File: config.mk
export PLATFORM = sky130hd
export DESIGN_NAME = uart_tx_arbiter
export DESIGN_NICKNAME = d
export VERILOG_FILES = /design/src/rtl/uart_tx_arbiter.sv
export SDC_FILE = /design/constraint.sdc
export NUM_CORES = 1
export LEC_CHECK = 0
export CORE_MARGIN = 2
export CORE_UTILIZATION = 55
export DETAILED_ROUTE_END_ITERATION = 12
export GPL_TIMING_DRIVEN = 0
export PLACE_DENSITY = 0.89
export SYNTH_ARGS = -nofsm -noshare
export SYNTH_HDL_FRONTEND = slang
export SYNTH_SLANG_ARGS = --single-unit
File: constraint.sdc
create_clock -name clk -period 9.35 [get_ports clk]
set_clock_uncertainty 0.1 [all_clocks]
set_input_delay 1.87 -clock clk [delete_from_list [all_inputs] [get_ports clk]]
set_output_delay 1.87 -clock clk [all_outputs]
set_load 0.01 [all_outputs]
File: src/rtl/uart_tx_arbiter.sv
// uart_tx_arbiter
// Drives the board TXD pin from one of NUM_SRC on-chip UART transmitters.
// The owner of the pin only changes at frame-safe idle boundaries: either on
// an explicit request once both old and new sources have rested at mark for
// GUARD_CYCLES, or automatically when an idle source starts a frame while the
// current owner is idle. Start bits that cannot reach the pin are counted.
`timescale 1ns/1ps

module uart_tx_arbiter #(
    parameter int NUM_SRC     = 2,
    parameter int BAUD_PERIOD = 868,
    parameter int GUARD_BITS  = 11,
    parameter int DEFAULT_SEL = 0,
    localparam int SEL_W        = $clog2(NUM_SRC),
    localparam int GUARD_CYCLES = GUARD_BITS * BAUD_PERIOD,
    localparam int CNT_W        = $clog2(GUARD_CYCLES + 1)
) (
    input  logic               clk,
    input  logic               reset_n,
    input  logic               sync_reset,
    input  logic [NUM_SRC-1:0] tx_in,
    input  logic               sel_mode,
    input  logic [SEL_W-1:0]   sel_req,
    output logic               TXD,
    output logic [SEL_W-1:0]   sel_current,
    output logic               switch_pending,
    output logic               switch_pulse,
    output logic [7:0]         dropped_cnt
);

    // Selection policy, decoded from the sel_mode pin.
    typedef enum logic {
        MODE_EXPLICIT = 1'b0,
        MODE_AUTO     = 1'b1
    } mode_e;

    localparam logic [CNT_W-1:0] GUARD_MAX = CNT_W'(GUARD_CYCLES);
    localparam logic [SEL_W-1:0] SEL_RESET = SEL_W'(DEFAULT_SEL);
    localparam logic [SEL_W:0]   NUM_SRC_V = (SEL_W + 1)'(NUM_SRC);
    localparam int               DROP_W    = $clog2(NUM_SRC + 1);

    mode_e mode;

    // Per-source line state.
    logic [CNT_W-1:0]   idle_cnt [NUM_SRC];
    logic [NUM_SRC-1:0] tx_prev;
    logic [NUM_SRC-1:0] idle;
    logic [NUM_SRC-1:0] start;

    // Selection state and decisions.
    logic               cur_idle;
    logic               req_idle;
    logic               req_in_range;
    logic               req_valid;
    logic               auto_found;
    logic [SEL_W-1:0]   auto_sel;
    logic [SEL_W-1:0]   sel_next;
    logic               txd_next;

    // Dropped-frame accounting.
    logic [DROP_W-1:0]  drop_now;
    logic [8:0]         drop_sum;
    logic [7:0]         dropped_next;

    assign mode = mode_e'(sel_mode);

    // Idle flags come from the registered counters; a start is a falling edge
    // on a line that had been resting at mark for the full guard time.
    always_comb begin
        // NOTE: every variable written here gets a default first, so no path
        // can leave it unassigned and infer a latch.
        idle  = '0;
        start = '0;
        for (int i = 0; i < NUM_SRC; i++) begin
            idle[i]  = (idle_cnt[i] == GUARD_MAX);
            start[i] = tx_prev[i] & ~tx_in[i] & idle[i];
        end
    end

    // Look up the idle state of the current owner and of the requested
    // source; an out-of-range request never matches and so reads as busy.
    always_comb begin
        cur_idle = 1'b0;
        req_idle = 1'b0;
        for (int i = 0; i < NUM_SRC; i++) begin
            if (SEL_W'(i) == sel_current) begin
                cur_idle = idle[i];
            end
            if (SEL_W'(i) == sel_req) begin
                req_idle = idle[i];
            end
        end
    end

    // An explicit request only counts when it names a real, different source.
    always_comb begin
        req_in_range = ({1'b0, sel_req} < NUM_SRC_V);
        req_valid    = req_in_range && (sel_req != sel_current);
    end

    // Auto mode candidate: lowest-numbered other source showing a start bit.
    always_comb begin
        auto_found = 1'b0;
        auto_sel   = sel_current;
        for (int i = 0; i < NUM_SRC; i++) begin
            if (!auto_found && start[i] && (SEL_W'(i) != sel_current)) begin
                auto_found = 1'b1;
                auto_sel   = SEL_W'(i);
            end
        end
    end

    // Choose the next owner; a busy current owner blocks every change, so a
    // partial character never reaches the pin.
    always_comb begin
        sel_next = sel_current;
        case (mode)
            MODE_EXPLICIT: begin
                if (req_valid && cur_idle && req_idle) begin
                    sel_next = sel_req;
                end
            end
            MODE_AUTO: begin
                if (cur_idle && auto_found) begin
                    sel_next = auto_sel;
                end
            end
            default: begin
                sel_next = sel_current;
            end
        endcase
    end

    // A request is pending while it is legal but the idle condition still
    // holds it back; auto mode never has anything pending.
    assign switch_pending = (mode == MODE_EXPLICIT) && req_valid &&
                            !(cur_idle && req_idle);

    // Pick the bit of the next owner, so a granted start bit goes straight out.
    always_comb begin
        txd_next = 1'b1;
        for (int i = 0; i < NUM_SRC; i++) begin
            if (SEL_W'(i) == sel_next) begin
                txd_next = tx_in[i];
            end
        end
    end

    // Count every start on a line that will not own the pin next cycle,
    // including the losers of a simultaneous auto start; saturate at 255.
    always_comb begin
        drop_now = '0;
        for (int i = 0; i < NUM_SRC; i++) begin
            if (start[i] && (SEL_W'(i) != sel_next)) begin
                drop_now = drop_now + DROP_W'(1);
            end
        end
        drop_sum     = {1'b0, dropped_cnt} + 9'(drop_now);
        dropped_next = (drop_sum > 9'd255) ? 8'hFF : drop_sum[7:0];
    end

    // Track how long each line has rested at mark, plus its previous level.
    always_ff @(posedge clk or negedge reset_n) begin
        // NOTE: the idle counter array is reset explicitly; it decides when a
        // switch is safe, so it must restart from zero after any reset.
        if (!reset_n) begin
            tx_prev <= '1;
            for (int i = 0; i < NUM_SRC; i++) begin
                idle_cnt[i] <= '0;
            end
        end else if (sync_reset) begin
            tx_prev <= '1;
            for (int i = 0; i < NUM_SRC; i++) begin
                idle_cnt[i] <= '0;
            end
        end else begin
            // NOTE: sequential state uses non-blocking assignments so every
            // register updates from values sampled before the edge.
            tx_prev <= tx_in;
            for (int i = 0; i < NUM_SRC; i++) begin
                if (!tx_in[i]) begin
                    idle_cnt[i] <= '0;
                end else if (idle_cnt[i] != GUARD_MAX) begin
                    idle_cnt[i] <= idle_cnt[i] + CNT_W'(1);
                end
            end
        end
    end

    // Registered pin, owner, switch strobe and dropped-frame counter.
    always_ff @(posedge clk or negedge reset_n) begin
        if (!reset_n) begin
            TXD          <= 1'b1;
            sel_current  <= SEL_RESET;
            switch_pulse <= 1'b0;
            dropped_cnt  <= 8'd0;
        end else if (sync_reset) begin
            TXD          <= 1'b1;
            sel_current  <= SEL_RESET;
            switch_pulse <= 1'b0;
            dropped_cnt  <= 8'd0;
        end else begin
            TXD          <= txd_next;
            sel_current  <= sel_next;
            switch_pulse <= (sel_next != sel_current);
            dropped_cnt  <= dropped_next;
        end
    end

endmodule

==> results.py <==
metrics = {
    "clocking": {
        "post-cts-setup-buffers": 0,
        "cts.sinks": 41,
        "clock_latency_ns": 0.29,
        "ctsHtreeMaxLevel": 2,
        "numCtsBuffers": 5,
        "cts-root-buf": "clkbuf_8",
        "clockBufferDepth": 2,
        "cts_tree": "yes",
        "hold_buffers": 0,
        "cts_resized": 0,
        "clk_pin_slew_ns": 0.07,
    },
    "placement": {
        "place_area_um2": 2370,
        "dp.cells": 287,
        "gp_congestion": 0.787,
        "numPortBuffers": 18,
        "dp_hpwl_um": 2810,
    },
    "floorplanning": {
        "die_y_um": 66.3,
        "start_util_pct": 57.8,
        "ioPinCount": 19,
        "die_area_um2": 4390,
        "rows": 22,
        "fp.dieW_um": 66.3,
        "core_area_um2": 3690,
    },
    "setup_path": {
        "startpoint": "sel_req",
        "cp-start-kind": "input port",
        "reg2reg_from": "idle_cnt[5]",
        "worstPathArrival_ns": 3.31,
        "critPathCaptureType": "primary output",
        "cp_max_fo": 2,
        "critPathKind": "input port to primary output",
        "required_ns": 7.38,
    },
    "global_routing": {
        "use_met1_pct": 24.9,
        "grt-busiest-layer": "met2",
        "grt_overflow": 0,
        "grt_usage_pct": 20.0,
        "use_met2_pct": 34.0,
        "grt.met3_usage_pct": 5.28,
        "grt_pass1_vias": 1531,
        "grt_max_degree": 42,
        "grt_antenna_before_repair": 0,
        "grt_pass1_wl_um": 6630,
    },
    "synth": {
        "netlist_area_um2": 2130,
        "synthSimpleGateAreaFrac_pct": 26.4,
        "synthXorXnorAreaFrac_pct": 11.9,
        "synth_cell_types": 38,
        "synth_area_leaders": "dfrtp_1 (45%), nor2_1 (6.7%), xnor2_1 (6.2%), xor2_1 (5.8%), dfstp_2 (3.7%)",
        "netlist_instances": 220,
        "yosysSeqAreaShare_pct": 48.3,
        "muxShareOfSynthArea_pct": 1.41,
        "syn_area_per_cell_um2": 9.69,
        "synth_warnings": 0,
        "ys_async_sr_fraction_pct": 100,
        "netlist.area_leader.share_pct": 44.6,
        "synth_adder_area_share_pct": 4.46,
        "ys.flop_type": "dfrtp_1",
        "synth_compound_area_share_pct": 4.64,
        "synth_area_leader_cell": "dfrtp_1",
        "synth_top_family_by_area": "simple AND/OR/NAND/NOR gates",
        "ys_seq_elements": 41,
        "synth_top_cells_by_count": "dfrtp_1 (38), nor2_1 (38), xnor2_1 (15), xor2_1 (14), nand2_1 (13)",
        "synth-edff-count": 0,
    },
    "job": {
        "drv_cap": 0,
    },
    "hold_path": {
        "hp-class": "register to register",
        "hold_start": "idle_cnt[13]",
    },
    "timing": {
        "rsz0062_at_grt": "false",
        "fin_crit_sh_pct": 56.5,
        "finalSetupTns_ns": 0,
        "fmax_mhz": 189,
        "worstMarginPinSlew_ns": 0.900,
        "final.min_clock_period_ns": 5.28,
        "setup_viol": 0,
        "holdWs_ns": 0.449,
        "slew_viol_final": 0,
        "slew_headroom_pct": 40.0,
        "finalHoldViolCount": 0,
    },
    "detailed_routing": {
        "via_per_inst": 5.48,
        "drcViolationCount": 0,
        "drt_iter0_drc": 79,
        "dr.pass1.iters": 4,
        "ant_nets": 0,
        "via_count": 1616,
        "wl_per_cell_um": 13.3,
        "finalWirelength_um": 3910,
    },
    "power_and_ir_drop": {
        "peakVddDrop_mv": 0.0745,
        "powerDensity_nw_per_um2": 128,
        "p_leak_uw": 0.00101,
    },
    "finish": {
        "drive_above_1_share_pct": 7.29,
        "nNetsFinal": 260,
        "n_antenna_cell": 0,
        "fin_cells": 295,
        "area_growth_pct": 15.1,
        "design_area_um2": 2450,
    },
    "outcome": {
        "status": "completed",
    },
}
==> per-stage QoR <==
step                      setup slack, ns  utilization (%)  total power, µW
after global routing                 4.03             66.5              330
after floorplan                      5.07                -              196
after CTS                            4.08             66.5              318
final                                4.07             66.5              315
after detailed placement             4.09             64.3              208
after global placement               4.11             64.4              207
==> critical path, stage by stage <==
cell and delay [ns]:
clkdlybuf4s50_1 0.52, xor2_1 0.17, nand2b_1 0.09, nor2_1 0.12, clkdlybuf4s50_1 0.55
==> layout make-up <==
class                      count  area [µm²]
buffer                         5        20.0
clock buffer                   6        72.6
clock inverter                 2        10.0
fill                         309        1230
inverter                      10        37.5
multi-input combinational    165        1050
sequential                    41        1030
tap                           48        60.1
timing repair buffer          18         175
==> layer usage <==
metal / wire [µm] / vias to the layer above / share of wire (%)
li1: - / 793 / -
met1: 1770 / 789 / 45
met2: 1980 / 32 / 50
met3: 140 / 2 / 3.6
met4: 25 / 0 / 0.64
met5: 0 / - / 0
==> power by group <==
group	internal, µW	total (µW)	switching [µW]
logic	9.07	21.5	12.5
clock network	51.7	111	58.9
registers	180	183	2.66
==> flip-flops by register name (all words and copies together), names as in the netlist <==
signal / cells
idle_cnt: 28
switch_pulse: 1
tx_prev: 2
dropped_cnt: 8
TXD: 1
sel_current: 1
==> worst paths after layout <==
check                      slack, ns  cells after the start        endpoint
min in group asynchronous       1.60                      1  dropped_cnt[1]
hold / removal                  0.45                      2    idle_cnt[13]
setup reg to reg                5.54                     11  dropped_cnt[2]
setup / recovery                4.07                      5  switch_pending
hold reg to reg                 0.45                      2    idle_cnt[13]
max in group asynchronous       6.98                      1    idle_cnt[10]
==> cells by family (layout without fill, tap and decap cells) <==
logic type,count (synthesis),count (layout)
buffers and inverters,15,41
and+or+nand+nor,108,108
muxes,2,2
xor gates and xnor gates,29,29
adders and majority gates,7,7
other,1,2
AOI/OAI and AO/OA,17,17
DFF,41,41
==> placed cells by master (no fill, tap or decap), types with 2 or more instances in the layout <==
master            n
clkinv_2          2
nor2_1           38
and4_1            3
mux2_4            2
nor2b_1           2
dfstp_2           3
and3_1            6
inv_1            10
clkbuf_1          5
ha_1              6
dfrtp_1          38
nand3_1          11
nor3_1            4
conb_1            2
nand2_1          13
nand2b_1          5
xnor2_1          15
o21ai_0           2
clkbuf_8          5
nor3b_1           2
xor2_1           14
nor4_1            4
buf_2             2
and3b_1           2
nand4_1           7
a21oi_1          10
a31oi_1           2
clkdlybuf4s50_1  17
or2_2             3
(Power assumes the default switching activity.)
==> RTL edit 1 (config.mk and constraints unchanged) <==
Reset style: synchronous (`reset_n`), changed in 2 clocked blocks.
--- a/src/rtl/uart_tx_arbiter.sv
+++ b/src/rtl/uart_tx_arbiter.sv
@@ -162,3 +162,3 @@
     // Track how long each line has rested at mark, plus its previous level.
-    always_ff @(posedge clk or negedge reset_n) begin
+    always_ff @(posedge clk) begin
         // NOTE: the idle counter array is reset explicitly; it decides when a
@@ -190,3 +190,3 @@
     // Registered pin, owner, switch strobe and dropped-frame counter.
-    always_ff @(posedge clk or negedge reset_n) begin
+    always_ff @(posedge clk) begin
         if (!reset_n) begin
Formal check against the unedited RTL: differs if reset_n is asserted again (counterexample within 4 cycles, from zero or initial values and one cycle with reset_n low); with reset_n held inactive, the same outputs for 10 cycles.
==> RTL edit 1 against the unedited design <==
- area after synthesis is 4.5% higher
- wire length grew 7.7%
- core utilization fell by 1.3 points
- critical path depth decreased by 1
- critical endpoint unchanged
- setup slack better by 0.052 ns
- cell area up 4.7%
- non-clock buffer count unchanged
- power rose by 4.9%
- sequential cell count stayed put
- largest cell class is now sequential cells
- sequential power up 6%
- via count is essentially flat
- worst hold slack better by 0.029 ns
- first-iteration DRC count rose by 25%
==> RTL edit 1: results <==
[layout]
drive_above_1_share_pct = 8.47
nFillCells = 302

[synth]
netlist_top_cells_area = "edfxtp_1 (38%), dfxtp_1 (12%), xor2_1 (7.1%)"
synth_enable_flop_cells = 28
yosysSeqAreaShare_pct = 49.4
synth.top_cells.by_count = "edfxtp_1 (28), nor2_1 (27), xor2_1 (18)"
ys.flop_type = "edfxtp_1"

[setup_path]
reg2reg_to = "dropped_cnt[1]"
r2r_start = "idle_cnt[0][0]"
slowest_delay_ns = 0.57
rr_worst_depth = 14
r2r_setup_slack_ns = 6.08

[grt]
grt_pass1_vias = 1537
grt_util_met3_pct = 6.17
grt_max_degree = 15
grt_first_pass_wirelength_um = 6700

[placed_design]
dpl.cell_count = 278
gp_congestion = 0.872
dp_hpwl_um = 3040

[route]
wl_per_cell_um = 14.7
drt-initial-drc-count = 99
num_vias = 1615

[min_path]
min_to = "dropped_cnt[7]"
min-delay-start = "dropped_cnt[7]"

[power]
ir_drop_v = 0.0000980
leakage_nw = 0.953

[sta]
max_slew_margin_pct = 53.3
whs_ns = 0.478

[run_status]
status = "completed"
==> RTL edit 1: worst min-delay path, delay by kind of cell, from the launching register on <==
family / cells / cell delay (ns)
and+or+nand+nor: 1 / 0.05
DFF: 1 / 0.35
AOI/OAI and AO/OA: 1 / 0.14
==> RTL edit 1: layout make-up <==
class | instances | area, um2 | share of cell area [%]
Tap cell | 50 | 62.6 | 2.43
Clock buffer | 6 | 82.6 | 3.21
Buffer | 5 | 36.3 | 1.41
Timing Repair Buffer | 18 | 180 | 7.01
Inverter | 9 | 33.8 | 1.31
Sequential cell | 41 | 1100 | 42.8
Clock inverter | 2 | 13.8 | 0.536
Multi-Input combinational cell | 155 | 1060 | 41.2
==> RTL edit 1: metrics by stage <==
stage / worst slack [ns] / cell area (um2)
6_report: 4.12 / 2570
5_1_grt: 4.02 / 2570
4_1_cts: 4.11 / 2570
3_5_place_dp: 4.11 / 2470
3_3_place_gp: 4.12 / 2470
2_1_floorplan: 5.05 / 2230
==> RTL edit 1: logic make-up (layout without fill, tap and decap cells) <==
| logic type | Yosys count | in the layout | share of synthesized area [%] |
|---|---|---|---|
| compound gates | 24 | 24 | 7.47 |
| fa+ha+maj | 7 | 7 | 4.27 |
| other cells | 1 | 2 | 0.168 |
| buf+inv | 14 | 40 | 3.15 |
| xor+xnor | 24 | 24 | 9.44 |
| flops | 41 | 41 | 49.4 |
| simple gates | 96 | 96 | 24.9 |
| mux | 2 | 2 | 1.12 |
==> RTL edit 1: worst max path at each step <==
| stage | startpoint | to | slack [ns] | cells past startpoint |
|---|---|---|---|---|
| 2_1_floorplan | sel_req | switch_pending | 5.05 | 2 |
| 3_3_place_gp | sel_req | switch_pending | 4.12 | 4 |
| 3_5_place_dp | sel_req | switch_pending | 4.11 | 4 |
| 4_1_cts | sel_req | switch_pending | 4.11 | 4 |
| 5_1_grt | sel_req | switch_pending | 4.02 | 4 |
| 6_report | sel_req | switch_pending | 4.12 | 4 |
==> RTL edit 1: power by group <==
part | switching, mW | internal, mW
logic | 0.00733 | 0.00680
clock network | 0.0625 | 0.0598
registers | 0.00143 | 0.192
total | 0.0713 | 0.259
==> RTL edit 1: per-layer routing <==
layer / part of all wire [%] / wire (um)
met2: 51 / 2140
met1: 43 / 1800
met4: 1.6 / 68
met3: 4.7 / 196
met5: 0 / 0
==> RTL edit 2 (same flow settings) <==
Made on the original files. Set the parameter `GUARD_BITS` to 15 (it was 11).
--- a/src/rtl/uart_tx_arbiter.sv
+++ b/src/rtl/uart_tx_arbiter.sv
@@ -11,3 +11,3 @@
     parameter int BAUD_PERIOD = 868,
-    parameter int GUARD_BITS  = 11,
+    parameter int GUARD_BITS  = 15,
     parameter int DEFAULT_SEL = 0,
Formal check against the unedited RTL: no difference found for any inputs over 10 cycles, from zero or initial values and one cycle with reset_n low; that may be too few to reach the edited logic, so the function may still have changed.
==> RTL edit 2 against the unedited design <==
- sequential cell count unchanged
- critical path type unchanged
- wire length grew 9.4%
- cell area up 1.9%
- die area is 0.44% higher
- power increased by 13%
- area after synthesis is 0.47% higher
- largest cell class unchanged
- setup slack better by 0.074 ns
==> RTL edit 2: results <==
[power]
leakage_nw = 1.00
ir_drop_v = 0.0000905

[layout]
drive_above_1_share_pct = 8.54
reg_top3 = "idle_cnt (28), dropped_cnt (8), tx_prev (2)"
num_antenna_cells = 0
nets = 259

[min_path]
hp-class = "register to register"

[grt]
grt_first_pass_wirelength_um = 7210
grt_max_degree = 42
grt_pass1_vias = 1596
antenna_found_initial = 0
track_usage_pct = 21.7

[clocking]
post-cts-setup-buffers = 0
clkTransAtPathRegs_ns = 0.09
ctsHtreeMaxLevel = 2
cts_buffers = 5
ctsRootBufferMaster = "clkbuf_8"
cts-resized-gates = 0
clockBufferDepth = 2
clk_latency_ns = 0.30

[synth]
yosys_warnings = 0
ys_types = 40
async_reset_ff_share_pct = 100
netlist_top_cells_area = "dfrtp_1 (44%), xnor2_1 (6.5%), nor2_1 (5.4%)"
ys.flop_type = "dfrtp_1"
yosysSeqAreaShare_pct = 48.1
synth.top_cells.by_count = "dfrtp_1 (38), nor2_1 (31), xnor2_1 (16)"

[placed_design]
dp_hpwl_um = 2990
port_buffers = 18
pre_cts_ws_ns = 4.16
gp_congestion = 0.820

[route]
drt-initial-drc-count = 157
wl_um = 4280
dr.pass1.iters = 4
num_vias = 1687
final_antenna_net_count = 0

[setup_path]
slowest_delay_ns = 0.53
crit_fanout = 2
cp.arrival_ns = 3.24
cpMaxStageDelayCell = "clkdlybuf4s50_1"
crit_family = "buffers and inverters"

[run_status]
status = "completed"

[sta]
max_slew_margin_pct = 41.0
## RTL edit 2: cell types whose count changed after synthesis, sizes merged, moves of 3 or more
cell | before | now
a21oi | 10 | 15
nand2b | 5 | 2
nor2 | 39 | 31
nor3 | 4 | 7
or3 | 1 | 4
xor2 | 14 | 10
## RTL edit 2: path summary, 6_finish.rpt
kind / startpoint / end / slack (ns) / cells after the start
worst max-delay path: sel_req / switch_pending / 4.14 / 5
worst min-delay path: idle_cnt[4] / idle_cnt[4] / 0.45 / 2
worst max register to register: idle_cnt[14] / dropped_cnt[2] / 5.82 / 13
worst min register to register: idle_cnt[4] / idle_cnt[4] / 0.45 / 2
max in group asynchronous: reset_n / idle_cnt[17] / 7.01 / 1
min in group asynchronous: reset_n / idle_cnt[6] / 1.58 / 1
## RTL edit 2: area by class of cell
| cell class | instances | area (um2) |
|---|---|---|
| tap | 48 | 60.1 |
| fill | 291 | 1210 |
| clock buffer | 6 | 82.6 |
| multi-input combinational | 164 | 1060 |
| inverter | 11 | 41.3 |
| timing repair buffer | 18 | 175 |
| buffer | 4 | 18.8 |
| sequential | 41 | 1030 |
| clock inverter | 2 | 37.5 |
## RTL edit 2: per-layer routing
| metal | wire length (um) | GRT usage [%] |
|---|---|---|
| met1 | 1900 | 27.4 |
| met2 | 2040 | 35.6 |
| met3 | 266 | 5.79 |
| met4 | 78 | 8.16 |
| met5 | 0 | 0 |
## RTL edit 2: cell families after synthesis
group           share of synthesized area, %
simple gates                            26.9
flops                                   48.1
xor+xnor                                10.6
compound gates                          6.02
buf+inv                                 2.80
fa+ha+maj                               4.44
mux                                    0.993
other cells                            0.175
## RTL edit 2: through the flow
stage | std cells | hold slack (ns) | cell area [um2]
2_1_floorplan | 220 | 0.397 | 2150
3_3_place_gp | 286 | 0.412 | 2390
3_5_place_dp | 286 | 0.428 | 2380
4_1_cts | 294 | 0.450 | 2500
5_1_grt | 294 | 0.497 | 2500
6_report | 294 | 0.445 | 2500
## RTL edit 2: report_power, final
group / internal [mW] / total, mW / switching (mW)
Clock: 0.0868 / 0.151 / 0.0644
Sequential: 0.180 / 0.182 / 0.00239
Combinational: 0.00914 / 0.0220 / 0.0129
Total: 0.276 / 0.356 / 0.0797
## RTL edit 2: worst reg2reg max path: cells and delay by family (launching register included)
family          cells  cell delay, ns
fa+ha+maj           3            0.83
compound gates      3            0.51
simple gates        5            1.18
buf+inv             2            0.35
flops               1            0.41
